## src/rtl/bomber_pkg.sv

```systemverilog
// Shared tile-map types, geometry and palette for the map renderer.
package bomber_pkg;

  typedef enum logic [1:0] {
    TILE_EMPTY = 2'd0,
    TILE_WALL  = 2'd1,
    TILE_BRICK = 2'd2,
    TILE_BOMB  = 2'd3
  } tile_t;

  typedef enum logic {
    ST_INIT = 1'b0,
    ST_RUN  = 1'b1
  } ctrl_state_t;

  localparam int MAP_COLS  = 20;
  localparam int MAP_ROWS  = 15;
  localparam int TILE_SIZE = 40;
  localparam int MAP_CELLS = MAP_COLS * MAP_ROWS;
  localparam int ADDR_W    = 9;

  localparam logic [23:0] COLOUR_EMPTY = 24'h228B22;
  localparam logic [23:0] COLOUR_WALL  = 24'h808080;
  localparam logic [23:0] COLOUR_BRICK = 24'hA0522D;
  localparam logic [23:0] COLOUR_BOMB  = 24'h202020;

  function automatic logic [ADDR_W-1:0] cell_addr(input logic [3:0] row, input logic [4:0] col);
    return ADDR_W'(row) * ADDR_W'(MAP_COLS) + ADDR_W'(col);
  endfunction

endpackage

```

## src/rtl/map_ram.sv

```systemverilog
// 300-cell tile map: one synchronous read port, one write port, read-old-data on collision.
module map_ram
  import bomber_pkg::*;
(
  input  logic              clock_50,
  input  logic              we,
  input  logic [ADDR_W-1:0] waddr,
  input  tile_t             wdata,
  input  logic [ADDR_W-1:0] raddr,
  output tile_t             rdata
);

  tile_t mem [MAP_CELLS];

  always_ff @(posedge clock_50) begin
    if (we) mem[waddr] <= wdata;
    rdata <= mem[raddr];
  end

endmodule

```

## src/rtl/map_render.sv

```systemverilog
// Tile-map renderer: raster position counters, 2-cycle pixel pipeline, map init/update control.
// Define MAP_SYNC_UPDATE_EN to buffer map writes in a FIFO that drains only during vertical blank.
module map_render
  import bomber_pkg::*;
(
  input  logic       clock_50,
  input  logic       reset,
  input  logic       HS_in,
  input  logic       VS_in,
  input  logic       blank_in,
  input  logic       SOF,
  input  logic       EOF,
  input  logic       SOL,
  input  logic       EOL,
  input  logic       wr_valid,
  output logic       wr_ready,
  input  logic [4:0] wr_col,
  input  logic [3:0] wr_row,
  input  logic [1:0] wr_tile,
  output logic       HS,
  output logic       VS,
  output logic       blank,
  output logic [7:0] red,
  output logic [7:0] green,
  output logic [7:0] blue
);

  localparam logic [5:0] SUB_LAST = 6'(TILE_SIZE - 1);
  localparam logic [5:0] BOMB_LO  = 6'd10;
  localparam logic [5:0] BOMB_HI  = 6'd29;

  function automatic logic [23:0] tile_colour(input tile_t t, input logic [5:0] sx, input logic [5:0] sy);
    logic inner;
    inner = (sx >= BOMB_LO) && (sx <= BOMB_HI) && (sy >= BOMB_LO) && (sy <= BOMB_HI);
    case (t)
      TILE_WALL:  return COLOUR_WALL;
      TILE_BRICK: return COLOUR_BRICK;
      TILE_BOMB:  return inner ? COLOUR_BOMB : COLOUR_EMPTY;
      default:    return COLOUR_EMPTY;
    endcase
  endfunction

  logic [5:0]        sub_x, sub_y, cur_sub_x, cur_sub_y;
  logic [4:0]        tile_x, cur_tile_x;
  logic [3:0]        tile_y, cur_tile_y;
  logic [ADDR_W-1:0] rd_addr_raw, rd_addr;
  tile_t             rd_tile;

  // Position of the pixel currently on the inputs; the registers hold the previous active pixel.
  always_comb begin
    cur_sub_x  = '0;
    cur_tile_x = '0;
    if (!SOL) begin
      if (sub_x == SUB_LAST) begin
        cur_tile_x = tile_x + 5'd1;
      end else begin
        cur_sub_x  = sub_x + 6'd1;
        cur_tile_x = tile_x;
      end
    end
    cur_sub_y  = SOF ? 6'd0 : sub_y;
    cur_tile_y = SOF ? 4'd0 : tile_y;
  end

  always_ff @(posedge clock_50 or posedge reset) begin
    if (reset) begin
      sub_x  <= '0;
      tile_x <= '0;
      sub_y  <= '0;
      tile_y <= '0;
    end else if (blank_in) begin
      sub_x  <= cur_sub_x;
      tile_x <= cur_tile_x;
      if (EOL && !EOF) begin
        if (cur_sub_y == SUB_LAST) begin
          sub_y  <= '0;
          tile_y <= cur_tile_y + 4'd1;
        end else begin
          sub_y  <= cur_sub_y + 6'd1;
          tile_y <= cur_tile_y;
        end
      end else begin
        sub_y  <= cur_sub_y;
        tile_y <= cur_tile_y;
      end
    end
  end

  assign rd_addr_raw = cell_addr(cur_tile_y, cur_tile_x);
  assign rd_addr     = (rd_addr_raw < ADDR_W'(MAP_CELLS)) ? rd_addr_raw : '0;

  // Stage 1: map read issued, raster controls and sub-tile offsets travel alongside.
  logic       hs_p1, vs_p1, vld_p1;
  logic [5:0] sub_x_p1, sub_y_p1;

  always_ff @(posedge clock_50 or posedge reset) begin
    if (reset) begin
      hs_p1    <= 1'b0;
      vs_p1    <= 1'b0;
      vld_p1   <= 1'b0;
      sub_x_p1 <= '0;
      sub_y_p1 <= '0;
    end else begin
      hs_p1    <= HS_in;
      vs_p1    <= VS_in;
      vld_p1   <= blank_in;
      sub_x_p1 <= cur_sub_x;
      sub_y_p1 <= cur_sub_y;
    end
  end

  // Stage 2: colour formed from tile code and offsets, blanked outside the active area.
  logic [23:0] rgb_p2;
  assign rgb_p2 = vld_p1 ? tile_colour(rd_tile, sub_x_p1, sub_y_p1) : 24'h0;

  always_ff @(posedge clock_50 or posedge reset) begin
    if (reset) begin
      HS    <= 1'b0;
      VS    <= 1'b0;
      blank <= 1'b0;
      red   <= '0;
      green <= '0;
      blue  <= '0;
    end else begin
      HS    <= hs_p1;
      VS    <= vs_p1;
      blank <= vld_p1;
      {red, green, blue} <= rgb_p2;
    end
  end

  ctrl_state_t       state;
  logic [ADDR_W-1:0] init_addr;
  logic              run;

  always_ff @(posedge clock_50 or posedge reset) begin
    if (reset) begin
      state     <= ST_INIT;
      init_addr <= '0;
      run       <= 1'b0;
    end else begin
      case (state)
        ST_INIT: begin
          if (init_addr == ADDR_W'(MAP_CELLS - 1)) begin
            state <= ST_RUN;
            run   <= 1'b1;
          end else begin
            init_addr <= init_addr + 1'b1;
          end
        end
        default: run <= 1'b1;
      endcase
    end
  end

  logic              wr_legal;
  logic [ADDR_W-1:0] wr_addr;
  logic              upd_pend;
  logic [ADDR_W-1:0] upd_addr;
  tile_t             upd_tile;

  assign wr_legal = (wr_col < 5'(MAP_COLS)) && (wr_row < 4'(MAP_ROWS));
  assign wr_addr  = cell_addr(wr_row, wr_col);

`ifdef MAP_SYNC_UPDATE_EN
  localparam logic [2:0] FIFO_DEPTH = 3'd4;

  logic [ADDR_W+1:0] fifo_mem [4];
  logic [1:0]        wr_ptr, rd_ptr;
  logic [2:0]        fifo_cnt;
  logic              vblank, push, pop;

  assign wr_ready = run && (fifo_cnt != FIFO_DEPTH);
  assign push     = wr_valid && wr_ready && wr_legal;
  assign pop      = vblank && (fifo_cnt != 3'd0);
  assign upd_pend = pop;
  assign upd_addr = fifo_mem[rd_ptr][ADDR_W+1:2];
  assign upd_tile = tile_t'(fifo_mem[rd_ptr][1:0]);

  always_ff @(posedge clock_50) begin
    if (push) fifo_mem[wr_ptr] <= {wr_addr, wr_tile};
  end

  always_ff @(posedge clock_50 or posedge reset) begin
    if (reset) begin
      wr_ptr   <= '0;
      rd_ptr   <= '0;
      fifo_cnt <= '0;
      vblank   <= 1'b0;
    end else begin
      if (push) wr_ptr <= wr_ptr + 2'd1;
      if (pop)  rd_ptr <= rd_ptr + 2'd1;
      case ({push, pop})
        2'b10:   fifo_cnt <= fifo_cnt + 3'd1;
        2'b01:   fifo_cnt <= fifo_cnt - 3'd1;
        default: fifo_cnt <= fifo_cnt;
      endcase
      // Updates only land between EOF and the next SOF so a frame never shows a torn map.
      if (blank_in && SOF)      vblank <= 1'b0;
      else if (blank_in && EOF) vblank <= 1'b1;
    end
  end
`else
  assign wr_ready = run;

  always_ff @(posedge clock_50 or posedge reset) begin
    if (reset) begin
      upd_pend <= 1'b0;
      upd_addr <= '0;
      upd_tile <= TILE_EMPTY;
    end else begin
      upd_pend <= wr_valid && wr_ready && wr_legal;
      upd_addr <= wr_addr;
      upd_tile <= tile_t'(wr_tile);
    end
  end
`endif

  logic              ram_we;
  logic [ADDR_W-1:0] ram_waddr;
  tile_t             ram_wdata;

  assign ram_we    = (state == ST_INIT) || upd_pend;
  assign ram_waddr = (state == ST_INIT) ? init_addr : upd_addr;
  assign ram_wdata = (state == ST_INIT) ? TILE_EMPTY : upd_tile;

  map_ram u_map_ram (
    .clock_50 (clock_50),
    .we       (ram_we),
    .waddr    (ram_waddr),
    .wdata    (ram_wdata),
    .raddr    (rd_addr),
    .rdata    (rd_tile)
  );

endmodule
```

## config.mk

```make
export PLATFORM = sky130hd
export DESIGN_NAME = map_render
export DESIGN_NICKNAME = d
export VERILOG_FILES = /design/src/rtl/bomber_pkg.sv /design/src/rtl/map_ram.sv /design/src/rtl/map_render.sv
export SDC_FILE = /design/constraint.sdc
export NUM_CORES = 1
export LEC_CHECK = 0
export ABC_AREA = 1
export ABC_CLOCK_PERIOD_IN_PS = 5000
export CAP_MARGIN = 20
export CORE_MARGIN = 10
export CORE_UTILIZATION = 40
export DETAILED_ROUTE_END_ITERATION = 12
export PLACE_DENSITY_LB_ADDON = 0.08
export SYNTH_ARGS = -nofsm -noshare
export SYNTH_HDL_FRONTEND = slang
export SYNTH_SLANG_ARGS = --single-unit
```

## constraint.sdc

```tcl
create_clock -name clock_50 -period 5 [get_ports clock_50]
set_clock_uncertainty 0.2 [all_clocks]
set_input_delay 1 -clock clock_50 [delete_from_list [all_inputs] [get_ports clock_50]]
set_output_delay 1 -clock clock_50 [all_outputs]
set_load 0.03 [all_outputs]
```

Yosys cells after proc, flatten, opt, wreduce, memory -nomap -nowiden

Memory sizes are Yosys's and may differ from the RTL's. A register that Yosys moved wholly into a read port is not among the register bits.
Cells that the tools add are included.

RAM bits: 600
Bits of input ports: 21
Flip-flop bits (word level): 86
Memories kept: 1

Multipliers: 2
Eq/ne operators: 6
$add $sub $neg: 7
Magnitude comparators: 7
Mux-type cells: 22
Bitwise gates (word level): 2
Reduce and logical (&&, ||, !) cells: 11

Memory list:

| memory        | words | width | rd ports | clocked after memory_dff | wr ports | RTL line      | text |
|---|---|---|---|---|---|---|---|
| u_map_ram.mem | 300   | 2     | 1        | 1                        | 1        | map_ram.sv:13 | `tile_t mem [MAP_CELLS];` |

Operator list:

| cell                                                                              | number |
|---|---|
| 24-bit one-hot mux with 3 select lines                                            | 1 |
| 6-bit two-way mux                                                                 | 5 |
| 24-bit two-way mux                                                                | 1 |
| 9-bit by 5-bit adder with 9-bit output                                            | 2 |
| 18-bit two-way mux                                                                | 1 |
| 9-bit two-way mux                                                                 | 2 |
| 4-bit by 3-bit multiplier with 7-bit output (second input constant)               | 2 |
| 6-bit by 1-bit adder with 6-bit output (second input constant)                    | 2 |
| 6-bit == test (second input constant)                                             | 2 |
| 6-bit by 4-bit >= comparator with 1-bit output (second input constant)            | 2 |
| 6-bit by 5-bit less-or-equal comparator with 1-bit output (second input constant) | 2 |
| 4-bit two-way mux                                                                 | 3 |
| 5-bit two-way mux                                                                 | 2 |
| 9-bit by 1-bit adder with 9-bit output (second input constant)                    | 1 |
| 9-bit == test (second input constant)                                             | 1 |
| 9-bit less-than comparator (second input constant)                                | 1 |
| 1-bit logical AND                                                                 | 7 |
| 1-bit two-way mux                                                                 | 6 |
| 5-bit by 1-bit adder with 5-bit output (second input constant)                    | 1 |
| 5-bit less-than comparator (second input constant)                                | 1 |
| 4-bit by 1-bit adder with 4-bit output (second input constant)                    | 1 |
| 2-bit == test (second input constant)                                             | 2 |
| 4-bit less-than comparator (second input constant)                                | 1 |
| 2-bit by 1-bit == test with 1-bit output (second input constant)                  | 1 |
| other kinds (6)                                                                   | 7 |

Logic depth before layout (Yosys ltp)

Gate-level depths: netlist of the first run.

Depth after elaboration: 7
Depth in mapped cells: 33
Depth with buffers taken out: 31

By module

Synthesis of the first run repeated with hierarchy kept, for this count alone.

Cells, all modules: 2800
Area, all modules: 29404.5 µm²

By module, submodules not included:

| module     | area each (µm²) | cells an instance | times used |
|---|---|---|---|
| map_ram    | 25497.0         | 2333              | 1 |
| map_render | 3907.5          | 467               | 1 |

Least setup slack after synthesis of the first run

Ideal clock, no wire load.

Kind: reg2reg
Start: reg state
End: mem u_map_ram.mem[0][0] in the netlist's numbering (data pin)
Setup slack: -172 ps
Stages on the path, launching flop included: 5
Data arrival time: 4100 ps
Period minus slack after synthesis: 5172 ps
Cells stage by stage: dfrtp_1 clkbuf_1 clkbuf_1 nand2_1 inv_1

Word-level cells in the longest chain between the ends: 1

Ends and longest elaborated chain:

| element                | RTL line          | text |
|---|---|---|
| start, declared        | map_render.sv:132 | `ctrl_state_t state;` |
| start signal, assigned | map_render.sv:138 | `state <= ST_INIT;` |
| start signal, assigned | map_render.sv:145 | `state <= ST_RUN;` |
| 2-bit two-way mux      | map_render.sv:225 | `assign ram_wdata = (state == ST_INIT) ? TILE_EMPTY : upd_tile;` |
| net ram_wdata[0]       | map_render.sv:221 | `tile_t ram_wdata;` |
| end, declared          | map_ram.sv:13     |  |

The timed path passes the listed nets, and every way through them passes these cells.

Final worst setup path of the first run

Start: in SOF
End: reg u_map_ram.rdata[1] (read register of u_map_ram.mem)

Word-level cells in the longest chain between the ends: 5

Ends and longest elaborated chain:

| element                                         | RTL line         | text |
|---|---|---|
| start, declared                                 | map_render.sv:11 | `input logic SOF,` |
| 4-bit two-way mux (*)                           | map_render.sv:62 | `cur_tile_y = SOF ? 4'd0 : tile_y;` |
| 4-bit by 3-bit multiplier with 7-bit output (*) | bomber_pkg.sv:28 | `return ADDR_W'(row) * ADDR_W'(MAP_COLS) + ADDR_W'(col);` |
| 9-bit by 5-bit adder with 9-bit output (*)      | bomber_pkg.sv:28 |  |
| 9-bit less-than comparator                      | map_render.sv:90 | `assign rd_addr = (rd_addr_raw < ADDR_W'(MAP_CELLS)) ? rd_addr_raw : '0;` |
| 9-bit two-way mux (*)                           | map_render.sv:90 |  |
| end, declared                                   | map_ram.sv:10    | `output tile_t rdata` |

Every way passes the cells marked *; elsewhere a longest branch is shown, timed or not.
A chain may end at the register's enable or synchronous reset.

==> flow_metrics.py, run 1 <==
metrics = {
    "run_status": {
        "run_status": "finished, final reports clean",
    },
    "cells_and_area": {
        "nFillCells": 7168,
        "seqCellArea_um2": 19760,
        "design_area_um2": 35740,
        "antennaDiodeCount": 0,
        "multi_input_area_um2": 9006,
        "drive_above_1_share_pct": 10.32,
        "syn_to_final_growth_pct": 15.46,
        "layout.nets": 3125,
    },
    "yosys": {
        "ys_seq_area_share_pct": 63.83,
        "synth_top_flop_cell": "edfxtp_1",
        "ys_warn_count": 0,
        "synth_edf_count": 600,
        "ys_types": 48,
        "syn_area_per_cell_um2": 10.34,
        "synth-async-reset-ratio_pct": 10.15,
        "ys_ff_latch": 670,
        "synth_cells": 2993,
        "syn_area_um2": 30960,
    },
    "run": {
        "cap_violations": 0,
    },
    "setup_path": {
        "cp-end-kind": "flop",
        "required_ns": 5.31,
        "critPathLaunchType": "input port",
        "cp_data_arrival_time_ns": 5.04,
        "path_max_fanout": 29,
        "r2r_cells": 28,
        "rrSetupSlack_ns": 0.36,
        "crit_type": "input port to flop",
    },
    "placement": {
        "port_buffers": 40,
        "hpwlAfterDp_um": 52460,
        "placed_area_um2": 33330,
        "detailedPlace.worstSlack_ns": -0.4618,
        "gp_congestion": 0.8105,
    },
    "routing": {
        "final_antenna_net_count": 0,
        "drtIter0Drc": 1604,
        "firstDrtPassIters": 5,
        "vias": 21890,
        "viasPerCell": 5.260,
        "post_drt_wl_per_cell_um": 21.35,
        "drc_errors": 0,
        "routed_wl_um": 88840,
    },
    "grt": {
        "gr-usage-all-layers_pct": 19.59,
        "first_global_vias": 22040,
        "grt_pass1_wl_um": 133800,
        "antenna_found_initial": 0,
        "grt_overflow": 0,
        "grt_max_degree": 122,
    },
    "sta": {
        "slew-limit-headroom_pct": 28.63,
        "period_share_pct": 94.47,
        "worst_pin_slew_ns": 1.068,
        "final_hold_viol_count": 0,
        "setup_viol": 0,
        "period_needed_ns": 4.723,
        "finalMaxSlewViolations": 0,
        "whs_ns": 0.1492,
        "setup_ws_ns": 0.2767,
        "max_freq_ghz": 0.2117,
    },
    "clock_network": {
        "htreeDepth": 3,
        "cts_sinks": 670,
        "clkLatencyLatePin_ns": 0.62,
        "clkTransAtPathRegs_ns": 0.06,
        "clock_path_buffers": 3,
        "ctsHoldBuffers": 0,
        "cts_root_buffer": "clkbuf_16",
        "cts_tree": "built",
        "cts_made_buffers": 76,
    },
    "floorplan": {
        "dieArea_um2": 88920,
        "die_w_um": 298.2,
        "rows": 101,
        "initial_utilization_pct": 40.56,
        "die_h_um": 298.2,
        "io_pins": 49,
        "core-area_um2": 76330,
    },
    "min_path": {
        "min_path_cells": 0,
        "min_path_type": "flop to flop",
    },
    "power_and_ir_drop": {
        "ir_drop_uv": 256.2,
        "p_leak_uw": 0.01331,
        "power_density_nw_per_um2": 317.2,
    },
}
synthesized netlist by cell type, types with 2 or more instances:
library cell | n | area (um2)
o21ai_1 | 14 | 70.07
nand3b_1 | 167 | 1254
buf_1 | 13 | 48.80
a21oi_1 | 17 | 85.08
xnor2_1 | 3 | 26.28
nand4_1 | 2 | 12.51
buf_6 | 18 | 202.7
nand3_1 | 489 | 2447
o21ai_0 | 74 | 370.4
inv_1 | 331 | 1242
o22ai_1 | 3 | 18.77
o211ai_1 | 34 | 255.2
buf_2 | 74 | 370.4
nand2_2 | 4 | 25.02
nand2_1 | 449 | 1685
nor2_1 | 402 | 1509
clkinv_1 | 2 | 7.510
o221ai_1 | 10 | 87.58
nor4_1 | 2 | 12.51
o21a_1 | 2 | 15.01
dfxtp_1 | 2 | 40.04
or2_1 | 3 | 18.77
nor2_4 | 2 | 22.52
or2_2 | 23 | 143.9
buf_4 | 20 | 150.1
clkbuf_1 | 74 | 277.8
edfxtp_1 | 600 | 18020
inv_2 | 4 | 15.01
dfrtp_1 | 68 | 1702
o31ai_1 | 6 | 45.04
ha_1 | 22 | 275.3
or2_0 | 5 | 31.28
o211ai_2 | 6 | 75.07
fa_1 | 4 | 80.08
nor3_1 | 17 | 85.08
xor2_1 | 15 | 131.4
state kept, by name, summed over array words and instances (netlist names), 2 cells and up:
signal	flops
u_map_ram.mem	600
init_addr	9
upd_addr	9
sub_x	6
sub_y	6
sub_x_p1	5
sub_y_p1	5
tile_x	5
blue	4
tile_y	4
green	3
u_map_ram.rdata	2
upd_tile	2
cell type report:
class / instances / share of cell area (%)
Timing Repair Buffer: 200 / 6.021
Multi-Input combinational cell: 1793 / 25.20
Inverter: 337 / 3.567
Clock inverter: 33 / 0.5076
Tap cell: 1030 / 3.606
Sequential cell: 670 / 55.28
Clock buffer: 98 / 5.815
kinds of logic (layout without fill, tap and decap cells):
group | Yosys count | in the layout | share of synthesized area (%)
DFF | 670 | 670 | 63.83
adders and majority gates | 26 | 26 | 1.148
buffers and inverters | 537 | 668 | 7.494
AOI/OAI and AO/OA | 173 | 173 | 3.504
and+or+nand+nor | 1568 | 1568 | 23.50
xor gates and xnor gates | 18 | 18 | 0.5093
other | 1 | 8 | 0.01211
final timing paths:
check,startpoint,end
max,SOF,u_map_ram.rdata[1]$_DFF_P_
min,hs_p1$_DFF_PP0_,HS$_DFF_PP0_
max reg2reg,sub_x[0]$_DFFE_PP0P_,u_map_ram.rdata[1]$_DFF_P_
min reg2reg,hs_p1$_DFF_PP0_,HS$_DFF_PP0_
max in group asynchronous,reset,sub_y[3]$_DFFE_PP0P_
min in group asynchronous,reset,sub_x[0]$_DFFE_PP0P_
what timing repair did:
action / 4_1_cts / 5_1_grt
gates resized for setup: 0 / 14
buffers inserted: 0 / 6
endpoints found under the setup margin: 0 / 2
cell usage in the layout, fill, tap and decap left out, types with 7 or more instances in the layout:
cell type,netlist,layout
ha_1,22,22
o21ai_1,14,15
clkinv_2,0,14
nor3_1,17,16
clkinv_1,2,17
clkdlybuf4s50_1,0,40
clkbuf_1,74,16
dfrtp_1,68,68
inv_1,331,328
nor2_1,402,401
o211ai_1,34,34
or2_2,23,23
clkbuf_16,0,80
conb_1,1,8
nand2_2,4,7
o221ai_1,10,10
xor2_1,15,15
a21oi_1,17,17
buf_12,0,41
o21ai_0,74,73
nand3b_1,167,167
nand3_2,1,8
edfxtp_1,600,600
buf_4,20,117
nand2_1,449,443
nand3_1,489,481
layer usage:
| layer | up-vias | routed length [um] | GRT usage [%] |
|---|---|---|---|
| met5 | - | 0 | 0 |
| met4 | 0 | 2836 | 6.518 |
| met3 | 144 | 4667 | 3.191 |
| met2 | 602 | 41920 | 32.56 |
| met1 | 10850 | 39410 | 25.77 |
| li1 | 10300 | - | - |
metrics by stage:
| step | total power (uW) | util (%) | instances | TNS [ns] |
|---|---|---|---|---|
| 3_3_place_gp | 6279 | 43.67 | 4023 | -0.9209 |
| 5_1_grt | 11700 | 46.82 | 4161 | -0.005868 |
| 2_1_floorplan | 6239 | - | 3000 | 0 |
| 4_1_cts | 11460 | 46.63 | 4154 | 0 |
| 3_5_place_dp | 6282 | 43.67 | 4023 | -0.8924 |
| 6_report | 11340 | 46.82 | 4161 | 0 |
worst max-delay path, stage by stage:
cell             delay [ns]
clkdlybuf4s50_1        0.51
inv_2                  0.07
nand2_1                0.07
inv_1                  0.06
ha_1                   0.20
ha_1                   0.22
inv_1                  0.08
fa_1                   0.42
nor2_2                 0.13
nand3_1                0.10
nand2_1                0.08
nand2_1                0.05
nand2_1                0.09
nand3_2                0.14
nand2_8                0.17
nand2_8                0.13
buf_16                 0.22
buf_4                  0.18
or2_2                  0.27
o211ai_1               0.11
nand3_1                0.16
nand3_1                0.11
nand3_1                0.08
nand3_1                0.14
o21ai_1                0.09
nand2_1                0.06
nand2_1                0.05
power by group:
part,internal [uW],leakage [uW],switching [uW]
registers,6040,0.00504,9.05
logic,44.4,0.00716,72.1
clock network,2960,0.00112,2210
total,9050,0.0133,2290
Note: power is estimated with default switching activity, not from simulation.
==> inputs of run 2 (changes only) <==
- CORE_UTILIZATION: 40 -> 57
==> run 2 against run 1 <==
  * Wire length shrank 9.4%
  * Utilization grew 18 points
  * Register-to-register slack is essentially flat
  * Final area shrank 1.9%
  * Worst setup slack lost 0.065 ns
  * Fmax shrank 1.4%
  * Total power grew 1.0%
  * Critical path depth is the same
  * Flip-flop and latch count is the same
  * Clock power grew 2%
  * Worst hold slack gained 0.0098 ns
  * Critical path type unchanged
  * Critical endpoint unchanged
==> flow_metrics.py, run 2 (synthesized netlist as in run 1, its figures left out) <==
metrics = {
    "grt": {
        "grt_overflow": 0,
        "grt_pass1_wl_um": 124100,
        "gr-usage-all-layers_pct": 25.29,
        "antenna_found_initial": 0,
        "first_global_vias": 21980,
        "grt_max_degree": 205,
    },
    "setup_path": {
        "cp_data_arrival_time_ns": 5.15,
        "crit_type": "input port to flop",
        "reg2reg_to": "u_map_ram.rdata[1]$_DFF_P_",
        "endpoint": "u_map_ram.rdata[1]$_DFF_P_",
        "r2r_cells": 29,
        "critPathLaunchType": "input port",
        "cp_common_cell": "nand2_1",
        "path_depth": 27,
        "crit_path_start": "SOF",
        "path_max_fanout": 12,
        "cpMaxStageDelayCell": "clkdlybuf4s50_1",
        "cp_num_buf_inv": 8,
        "required_ns": 5.36,
        "rrSetupSlack_ns": 0.35,
        "cp-end-kind": "flop",
        "cp_top_family": "simple AND/OR/NAND/NOR gates",
        "reg2reg_from": "sub_x[0]$_DFFE_PP0P_",
        "cpPeakStageDelay_ns": 0.55,
    },
    "cells_and_area": {
        "drive_above_1_share_pct": 9.425,
        "fin_cells": 3794,
        "reg_top3": "u_map_ram.mem x600, init_addr x9, upd_addr x9",
        "final_cell_mix": "600 x edfxtp_1, 488 x nand3_1, 434 x nand2_1",
        "layout.nets": 3087,
        "antennaDiodeCount": 0,
        "design_area_um2": 35080,
        "largest_reg_flops": 600,
        "syn_to_final_growth_pct": 13.32,
        "layout_commonest_cell": "edfxtp_1",
        "largest_register": "u_map_ram.mem",
    },
    "floorplan": {
        "initial_utilization_pct": 57.52,
        "core-area_um2": 53810,
        "die_h_um": 253.0,
        "rows": 85,
        "dieArea_um2": 64030,
        "die_w_um": 253.0,
        "io_pins": 49,
    },
    "sta": {
        "rsz0062_at_grt": "false",
        "period_share_pct": 95.76,
        "slew-limit-headroom_pct": 29.80,
        "worst_pin_slew_ns": 1.053,
        "whs_ns": 0.1590,
        "final_hold_viol_count": 0,
        "period_needed_ns": 4.788,
        "setup_ws_ns": 0.2120,
        "finalMaxSlewViolations": 0,
        "max_freq_ghz": 0.2089,
        "setup_viol": 0,
    },
    "run": {
        "cap_violations": 0,
    },
    "routing": {
        "viasPerCell": 5.832,
        "post_drt_wl_per_cell_um": 21.21,
        "routed_wl_um": 80460,
        "vias": 22130,
        "drtIter0Drc": 2314,
        "drc_errors": 0,
        "firstDrtPassIters": 7,
        "final_antenna_net_count": 0,
    },
    "clock_network": {
        "ctsHoldBuffers": 0,
        "clkTransAtPathRegs_ns": 0.06,
        "cts_root_buffer": "clkbuf_16",
        "cts_sinks": 670,
        "clock_path_buffers": 3,
        "cts_made_buffers": 72,
        "htreeDepth": 3,
        "clkLatencyLatePin_ns": 0.62,
        "cts_tree": "built",
    },
    "placement": {
        "gp_congestion": 0.8766,
        "placed_area_um2": 32660,
        "dp_cells": 3660,
        "detailedPlace.worstSlack_ns": -0.3598,
        "port_buffers": 40,
        "hpwlAfterDp_um": 46210,
    },
    "min_path": {
        "min_path_type": "flop to flop",
    },
    "run_status": {
        "run_status": "finished, final reports clean",
    },
    "power_and_ir_drop": {
        "finalPower_uw": 11460,
        "power_density_nw_per_um2": 326.6,
        "p_leak_uw": 0.01318,
        "ir_drop_uv": 338.9,
    },
}
run 2: cell count changes in the layout (fill, tap and decap cells not counted), moves of 3 or more:
cell	delta
nand2_2	+9
buf_12	-6
clkbuf_1	-3
buf_6	+3
buf_4	-31
clkinv_2	-4
clkinv_1	+4
nand3_1	+7
nand3_2	-6
nand2_1	-9
clkbuf_16	-3
bufinv_16	+5
run 2: what timing repair did:
action                                  4_1_cts  5_1_grt
hold endpoints to repair                      0        0
gates resized for setup                       0        8
setup buffers                                 0        1
endpoints found under the setup margin        0        2
run 2: worst min path at each step:
stage               startpoint      endpoint  cells after the start
6_report       hs_p1$_DFF_PP0_  HS$_DFF_PP0_                      0
5_1_grt        hs_p1$_DFF_PP0_  HS$_DFF_PP0_                      0
4_1_cts        hs_p1$_DFF_PP0_  HS$_DFF_PP0_                      0
3_5_place_dp   hs_p1$_DFF_PP0_  HS$_DFF_PP0_                      0
3_3_place_gp   vs_p1$_DFF_PP0_  VS$_DFF_PP0_                      0
2_1_floorplan  hs_p1$_DFF_PP0_  HS$_DFF_PP0_                      0
run 2: worst register-to-register path, delay by kind of cell (launching register included):
| family | cells | cell delay (ns) |
|---|---|---|
| buffers and inverters | 8 | 1.17 |
| flip-flops | 1 | 0.38 |
| AND/OR/NAND/NOR | 18 | 2.09 |
| AO/OA/AOI/OAI | 1 | 0.07 |
| adder cells (fa/ha/maj) | 2 | 0.67 |
run 2: layout make-up:
type / instances / area (um2)
sequential: 670 / 19760
fill: 4182 / 18740
multi-input combinational: 1793 / 8997
clock buffer: 92 / 1992
timing repair buffer: 166 / 1833
inverter: 337 / 1275
tap: 696 / 870.8
clock inverter: 40 / 351.6
run 2: per-layer routing:
metal	GRT usage [%]	routed length, um	vias to the layer above
li1	-	-	10220
met1	32.47	32760	10820
met2	42.39	38750	899
met3	4.593	6200	188
met4	9.222	2753	0
met5	0	0	-
run 2: through the flow:
step           setup TNS (ns)  util [%]
2_1_floorplan               0         -
3_3_place_gp          -0.5781     60.69
3_5_place_dp          -0.7176     60.69
4_1_cts                     0     65.05
5_1_grt                     0     65.18
6_report                    0     65.18
run 2: power breakdown:
group          internal (uW)  leakage, uW  switching, uW
clock                   3130      0.00115           2170
combinational           44.6      0.00699           71.9
sequential              6040      0.00504           9.33
total                   9210       0.0132           2250
